`src/rtl/ppl_ctrl_pkg.sv`:
```
// Shared widths, hold/clear bus encodings and FSM state type for the pipeline controller.
package ppl_ctrl_pkg;

   localparam int CPU_WIDTH = 16;
   localparam int DATABUS   = 16;

   localparam int HOLD_W  = 3;
   localparam int CLEAR_W = 2;

   // Each hold level freezes every stage up to and including the named one.
   localparam logic [HOLD_W-1:0] HOLD_NONE = 3'd0;
   localparam logic [HOLD_W-1:0] HOLD_PC   = 3'd1;
   localparam logic [HOLD_W-1:0] HOLD_IF   = 3'd2;
   localparam logic [HOLD_W-1:0] HOLD_EX   = 3'd3;
   localparam logic [HOLD_W-1:0] HOLD_PPL  = 3'd4;

   // Each clear level flushes every pipeline register up to the named one.
   localparam logic [CLEAR_W-1:0] CLEAR_NONE = 2'd0;
   localparam logic [CLEAR_W-1:0] CLEAR_IF   = 2'd1;
   localparam logic [CLEAR_W-1:0] CLEAR_EX   = 2'd2;
   localparam logic [CLEAR_W-1:0] CLEAR_PPL  = 2'd3;

   localparam logic [CPU_WIDTH-1:0] INT_VECTOR_DEF = 16'h0004;

   typedef enum logic [1:0] {
      ST_RUN      = 2'd0,
      ST_MEM_WAIT = 2'd1,
      ST_INT_SVC  = 2'd2
   } state_t;

endpackage

```
`src/rtl/ppl_ctrl_hazard_detect.sv`:
```
// Load-use comparator: flags an ID read of a register that the load in EX has not yet written.
module hazard_detect
   import ppl_ctrl_pkg::*;
(
   input  logic       ex_mem_ctrl,
   input  logic       ex_rw_sel,
   input  logic       ex_reg_we,
   input  logic [2:0] ex_rd,
   input  logic [2:0] id_rs_addr,
   input  logic [2:0] id_rd_addr,
   input  logic       id_rs_use,
   input  logic       id_rd_use,
   output logic       load_use
);

   logic ex_is_load;
   logic rs_hit;
   logic rd_hit;

   // r0 is hardwired, so a load targeting it never creates a dependency.
   always_comb begin
      ex_is_load = ex_mem_ctrl & ex_rw_sel & ex_reg_we & (ex_rd != 3'd0);
      rs_hit     = id_rs_use & (id_rs_addr == ex_rd);
      rd_hit     = id_rd_use & (id_rd_addr == ex_rd);
      load_use   = ex_is_load & (rs_hit | rd_hit);
   end

endmodule

```
`src/rtl/ppl_ctrl.sv`:
```
// Pipeline control unit: hazard holds/flushes, PC redirect and interrupt accept/return.
//
//   state       | meaning
//   ------------+-----------------------------------------------------------
//   ST_RUN      | normal execution, interrupts may be accepted
//   ST_MEM_WAIT | memory access stalled; ret_svc says where to go back to
//   ST_INT_SVC  | interrupt handler active, no nesting, waits for mret
module ppl_ctrl
   import ppl_ctrl_pkg::*;
#(
   parameter int                    CPU_WIDTH   = ppl_ctrl_pkg::CPU_WIDTH,
   parameter logic [CPU_WIDTH-1:0]  INT_VECTOR  = INT_VECTOR_DEF,
   parameter int                    MEM_TIMEOUT = 15
)(
   input  logic                 clk,
   input  logic                 rst,
   input  logic                 ID_valid,
   input  logic [CPU_WIDTH-1:0] ID_inst_addr,
   input  logic [2:0]           ID_rs_addr,
   input  logic [2:0]           ID_rd_addr,
   input  logic                 ID_rs_use,
   input  logic                 ID_rd_use,
   input  logic [2:0]           EX_rd,
   input  logic                 EX_mem_ctrl,
   input  logic                 EX_RWSel,
   input  logic                 EX_RegWe,
   input  logic                 EX_jump,
   input  logic [CPU_WIDTH-1:0] EX_jump_addr,
   input  logic                 EX_mret,
   input  logic                 mem_req,
   input  logic                 mem_ready,
   input  logic                 int_req,
   input  logic                 int_en,
   output logic [HOLD_W-1:0]    hold_flag,
   output logic [CLEAR_W-1:0]   clear_flag,
   output logic                 pc_load,
   output logic [CPU_WIDTH-1:0] pc_target,
   output logic [CPU_WIDTH-1:0] epc,
   output logic                 int_ack,
   output logic                 int_busy,
   output logic                 bus_err
);

   localparam int              CNT_W   = $clog2(MEM_TIMEOUT + 1);
   localparam logic [CNT_W-1:0] CNT_MAX = CNT_W'(MEM_TIMEOUT);

   state_t           state;
   logic             ret_svc;
   logic [CNT_W-1:0] cnt;

   logic load_use;
   logic in_svc;
   logic stall;
   logic timeout;
   logic do_jump;
   logic do_mret;
   logic do_accept;

   hazard_detect u_hazard_detect (
      .ex_mem_ctrl (EX_mem_ctrl),
      .ex_rw_sel   (EX_RWSel),
      .ex_reg_we   (EX_RegWe),
      .ex_rd       (EX_rd),
      .id_rs_addr  (ID_rs_addr),
      .id_rd_addr  (ID_rd_addr),
      .id_rs_use   (ID_rs_use),
      .id_rd_use   (ID_rd_use),
      .load_use    (load_use)
   );

   // Event decode in priority order; MEM_WAIT behaves like the state it was entered from
   // once the access completes, so a jump or mret waiting in EX is not lost.
   always_comb begin
      in_svc    = (state == ST_INT_SVC) | ((state == ST_MEM_WAIT) & ret_svc);
      stall     = mem_req & ~mem_ready;
      timeout   = (state == ST_MEM_WAIT) & stall & (cnt == CNT_MAX);
      do_jump   = ~stall & EX_jump;
      do_mret   = ~stall & ~EX_jump & EX_mret & in_svc;
      do_accept = ~stall & ~EX_jump & ~in_svc & int_req & int_en & ID_valid;
   end

   // Flag and redirect outputs, combinational so pipeline registers react in the same cycle.
   always_comb begin
      hold_flag  = HOLD_NONE;
      clear_flag = CLEAR_NONE;
      pc_load    = 1'b0;
      pc_target  = '0;
      int_ack    = 1'b0;
      int_busy   = 1'b0;
      bus_err    = 1'b0;
      if (rst) begin
         clear_flag = CLEAR_PPL;
      end else begin
         int_busy = in_svc;
         if (timeout) begin
            bus_err = 1'b1;
         end else if (stall) begin
            hold_flag = HOLD_PPL;
         end else if (do_jump) begin
            clear_flag = CLEAR_EX;
            pc_load    = 1'b1;
            pc_target  = EX_jump_addr;
         end else if (do_mret) begin
            clear_flag = CLEAR_EX;
            pc_load    = 1'b1;
            pc_target  = epc;
         end else if (do_accept) begin
            clear_flag = CLEAR_EX;
            pc_load    = 1'b1;
            pc_target  = INT_VECTOR;
            int_ack    = 1'b1;
         end else if (load_use) begin
            hold_flag  = HOLD_IF;
            clear_flag = CLEAR_EX;
         end
      end
   end

   // State, return-state bit, stall counter and saved return address.
   always_ff @(posedge clk) begin
      if (rst) begin
         state   <= ST_RUN;
         ret_svc <= 1'b0;
         cnt     <= '0;
         epc     <= '0;
      end else if (timeout) begin
         state <= ret_svc ? ST_INT_SVC : ST_RUN;
         cnt   <= '0;
      end else if (stall) begin
         if (state != ST_MEM_WAIT) begin
            ret_svc <= (state == ST_INT_SVC);
         end
         state <= ST_MEM_WAIT;
         cnt   <= cnt + CNT_W'(1);
      end else begin
         cnt <= '0;
         if (do_mret) begin
            state <= ST_RUN;
         end else if (do_accept) begin
            state <= ST_INT_SVC;
            epc   <= ID_inst_addr;
         end else begin
            state <= in_svc ? ST_INT_SVC : ST_RUN;
         end
      end
   end

endmodule

```
`config.mk`:
```
export PLATFORM = sky130hd
export DESIGN_NAME = ppl_ctrl
export DESIGN_NICKNAME = d
export VERILOG_FILES = /design/src/rtl/ppl_ctrl_pkg.sv /design/src/rtl/ppl_ctrl_hazard_detect.sv /design/src/rtl/ppl_ctrl.sv
export SDC_FILE = /design/constraint.sdc
export NUM_CORES = 1
export LEC_CHECK = 0
export BUFFER_PORTS_ARGS = -buffer_cell sky130_fd_sc_hd__buf_2
export CORE_ASPECT_RATIO = 0.75
export CORE_MARGIN = 1.5
export CORE_UTILIZATION = 40
export CTS_CLUSTER_SIZE = 28
export DETAILED_ROUTE_END_ITERATION = 6
export MAX_ROUTING_LAYER = met4
export PLACE_DENSITY = 0.79
export SETUP_SLACK_MARGIN = 0.2
export SYNTH_ARGS = -nofsm -noshare
export SYNTH_HDL_FRONTEND = slang
export SYNTH_SLANG_ARGS = --single-unit
```
`constraint.sdc`:
```
create_clock -name clk -period 1.7 [get_ports clk]
set_input_delay 0 -clock clk [delete_from_list [all_inputs] [get_ports clk]]
set_output_delay 0 -clock clk [all_outputs]
set_load 0.02 [all_outputs]
```
==> flow_summary.json <==
{
  "outcome": "finished, violations left",
  "violations": "setup timing",
  "die_area_mm2": 0.00365,
  "multi_input_area_um2": 988,
  "crit_chain": "nand3b_1 -> buf_4 -> and2_4 -> a2111oi_0 -> a21oi_1 -> buf_2",
  "final_nets": 339,
  "initial_core_util_pct": 43.3,
  "whs_ns": 0.00379,
  "max_stage_delay_ns": 0.40,
  "p_leak_uw": 0.00103,
  "die-height_um": 52.7,
  "rows": 17,
  "r2r.worst_path.cells": 6,
  "hpwl_um": 3140,
  "diodes": 0,
  "postSynthAreaPerCell_um2": 7.70,
  "cp_max_fo": 5,
  "worstHoldPathType": "in2reg",
  "grt_pass1_vias": 1634,
  "synth_warnings": 0,
  "fin_crit_sh_pct": 112,
  "overflow": 0,
  "critPathArrivalTime_ns": 1.90,
  "clock_skew_ns": 0.00675,
  "portBuffers": 94,
  "synth_fp_nets": 227,
  "cp-end-kind": "primary output",
  "min_path_cells": 3,
  "clockBufferDepth": 2,
  "clk_pin_slew_ns": 0.09,
  "vias": 1765,
  "synthToLayoutAreaGrowth_pct": 82.9,
  "slew_violations": 0,
  "nFillCells": 205,
  "ant_nets": 0,
  "layout-drive-gt1-share_pct": 54.6,
  "htree_levels": 1,
  "synthesis.area_mm2": 0.00132,
  "finalSetupViolCount": 19,
  "synth_seq_area_share_pct": 35.0,
  "rsz0062_at_grt": "yes",
  "drtIter0Drc": 115,
  "synth_cell_types": 34,
  "dr.pass1.iters": 4,
  "start_kind": "flip-flop",
  "worstPathRequired_ns": 1.70,
  "clockRootBuffer": "clkbuf_8",
  "ys_ff_latch": 23,
  "ios": 96,
  "netlist_instances": 171,
  "stdcell_area_mm2": 0.00241,
  "fmax_mhz": 527,
  "dp_cells": 296,
  "power.density_mw_per_mm2": 527,
  "peakVddDrop_uv": 434,
  "via_per_inst": 5.52,
  "drc": 0,
  "cts.sinks": 23,
  "fin_crit_ns": 1.90,
  "instances_no_fill": 320,
  "fp.dieW_um": 69.2,
  "finalWorstSetupSlack_ns": -0.198,
  "tritoncts": "yes",
  "grt_use_total_pct": 27.0,
  "gp_congestion": 0.842,
  "grt_pass1_wl_um": 7710,
  "criticalPathCategory": "reg2out",
  "grt_max_degree": 25,
  "routedWlPerCell_um": 16.3,
  "pre_cts_ws_ns": 0.00965,
  "coreArea_mm2": 0.00304,
  "antenna_found_initial": 0,
  "maxCapViolCount": 0,
  "hold_viol_final": 0,
  "crit_path_top_delay_cell": "a2111oi_0",
  "drt_wl_total_um": 5200,
  "seqCellArea_um2": 462,
  "clk-insertion-delay-late_ns": 0.27,
  "numCtsBuffers": 3,
  "detailed_place.area_mm2": 0.00200
}
## registers in the layout (all words and copies together) (netlist names)
name and flops:
epc 16, cnt 4, state 2, ret_svc 1
## metal layers
| metal | GRT usage (%) | part of all wire [%] | vias to the layer above |
|---|---|---|---|
| met3 | 4.81 | 6.1 | 12 |
| met2 | 46.8 | 51 | 80 |
| met4 | 8.17 | 2.4 | 0 |
| met1 | 32.8 | 41 | 839 |
| li1 | - | - | 834 |
| met5 | - | 0 | - |
## final cells by class
| cell class | count | share of cell area (%) |
|---|---|---|
| clock buffer | 3 | 1.72 |
| inverter | 4 | 0.624 |
| tap | 38 | 1.98 |
| multi-input combinational | 128 | 41.1 |
| clock inverter | 1 | 0.312 |
| timing repair buffer | 123 | 35.1 |
| sequential | 23 | 19.2 |
## synthesized netlist by cell type
master / count / area share, %
a2111oi_0: 1 / 0.67
a2111oi_2: 1 / 1.1
a2111oi_4: 1 / 2.1
a211o_1: 1 / 0.67
a211oi_1: 2 / 1.1
a211oi_2: 1 / 0.95
a21o_1: 1 / 0.57
a21oi_1: 17 / 6.5
a22oi_1: 15 / 8.6
and2_1: 1 / 0.48
and3_1: 1 / 0.48
buf_1: 1 / 0.28
buf_2: 4 / 1.5
buf_4: 2 / 1.1
clkbuf_1: 9 / 2.6
conb_1: 1 / 0.28
dfxtp_1: 23 / 35
ha_1: 1 / 0.95
inv_1: 4 / 1.1
nand2_1: 2 / 0.57
nand2b_1: 2 / 0.95
nand3_1: 19 / 7.2
nand3b_1: 1 / 0.57
nand4_1: 3 / 1.4
nor2_1: 22 / 6.3
nor2b_1: 5 / 2.4
nor3_1: 2 / 0.76
nor3_2: 1 / 0.76
nor4b_1: 1 / 0.67
o21ai_0: 16 / 6.1
or2_2: 1 / 0.48
or3_1: 1 / 0.48
xnor2_1: 7 / 4.7
xor2_1: 1 / 0.67
## path summary, 6_finish.rpt
check,start,endpoint,slack [ns]
setup / recovery,state[1]$_SDFF_PP0_,clear_flag[1],-0.20
hold / removal,ID_inst_addr[0],epc[0]$_SDFFE_PP0P_,0.004
setup reg to reg,state[1]$_SDFF_PP0_,state[1]$_SDFF_PP0_,0.19
hold reg to reg,cnt[0]$_SDFF_PP0_,cnt[0]$_SDFF_PP0_,0.46
## cells by family (layout without fill, tap and decap cells)
| group | after synthesis | in the layout | share of synthesized area (%) |
|---|---|---|---|
| adder cells (fa/ha/maj) | 1 | 1 | 0.950 |
| other | 1 | 1 | 0.285 |
| buffers and inverters | 20 | 131 | 6.65 |
| AND/OR/NAND/NOR | 62 | 62 | 23.5 |
| flip-flops | 23 | 23 | 35.0 |
| AO/OA/AOI/OAI | 56 | 56 | 28.3 |
| XOR/XNOR | 8 | 8 | 5.32 |
## power breakdown
part	internal [µW]	leakage (µW)	switching [µW]
logic	171	0.000820	186
registers	549	0.000187	10.5
clock network	166	0.0000217	186
## repair_timing
item,CTS,global route
endpoints found under the hold margin,13,0
gates resized for setup,38,11
endpoints found under the setup margin,21,39
buffers inserted,4,3
hold buffers,13,0
pin swaps,2,10
cloned,0,0
## worst max-delay path, delay by kind of cell (launching register included)
family	cells	cell delay, ns
simple gates	2	0.38
buf+inv	2	0.37
compound gates	2	0.53
flops	1	0.34
## placed cells by master (no fill, tap or decap), types with 2 or more instances in the layout
cell type,n
nor3_2,2
nor2b_2,2
nor2_4,10
dfxtp_1,22
inv_1,4
nor2_1,12
buf_2,75
xnor2_1,7
nor2b_1,3
buf_4,19
a2111oi_4,2
nand3_1,19
dlygate4sd3_1,13
o21ai_0,16
a211oi_1,2
buf_12,2
clkbuf_8,3
nand4_1,3
a22oi_2,15
buf_6,14
a21oi_1,17
## per-stage QoR
stage / setup TNS, ns / utilization [%] / total power (µW)
after global routing: -3.66 / 79.1 / 1310
after CTS: -1.76 / 77.0 / 1240
after floorplan: 0 / - / 744
after detailed placement: 0 / 65.7 / 862
final: -2.40 / 79.1 / 1270
after global placement: 0 / 65.7 / 857
(Power assumes the default switching activity.)
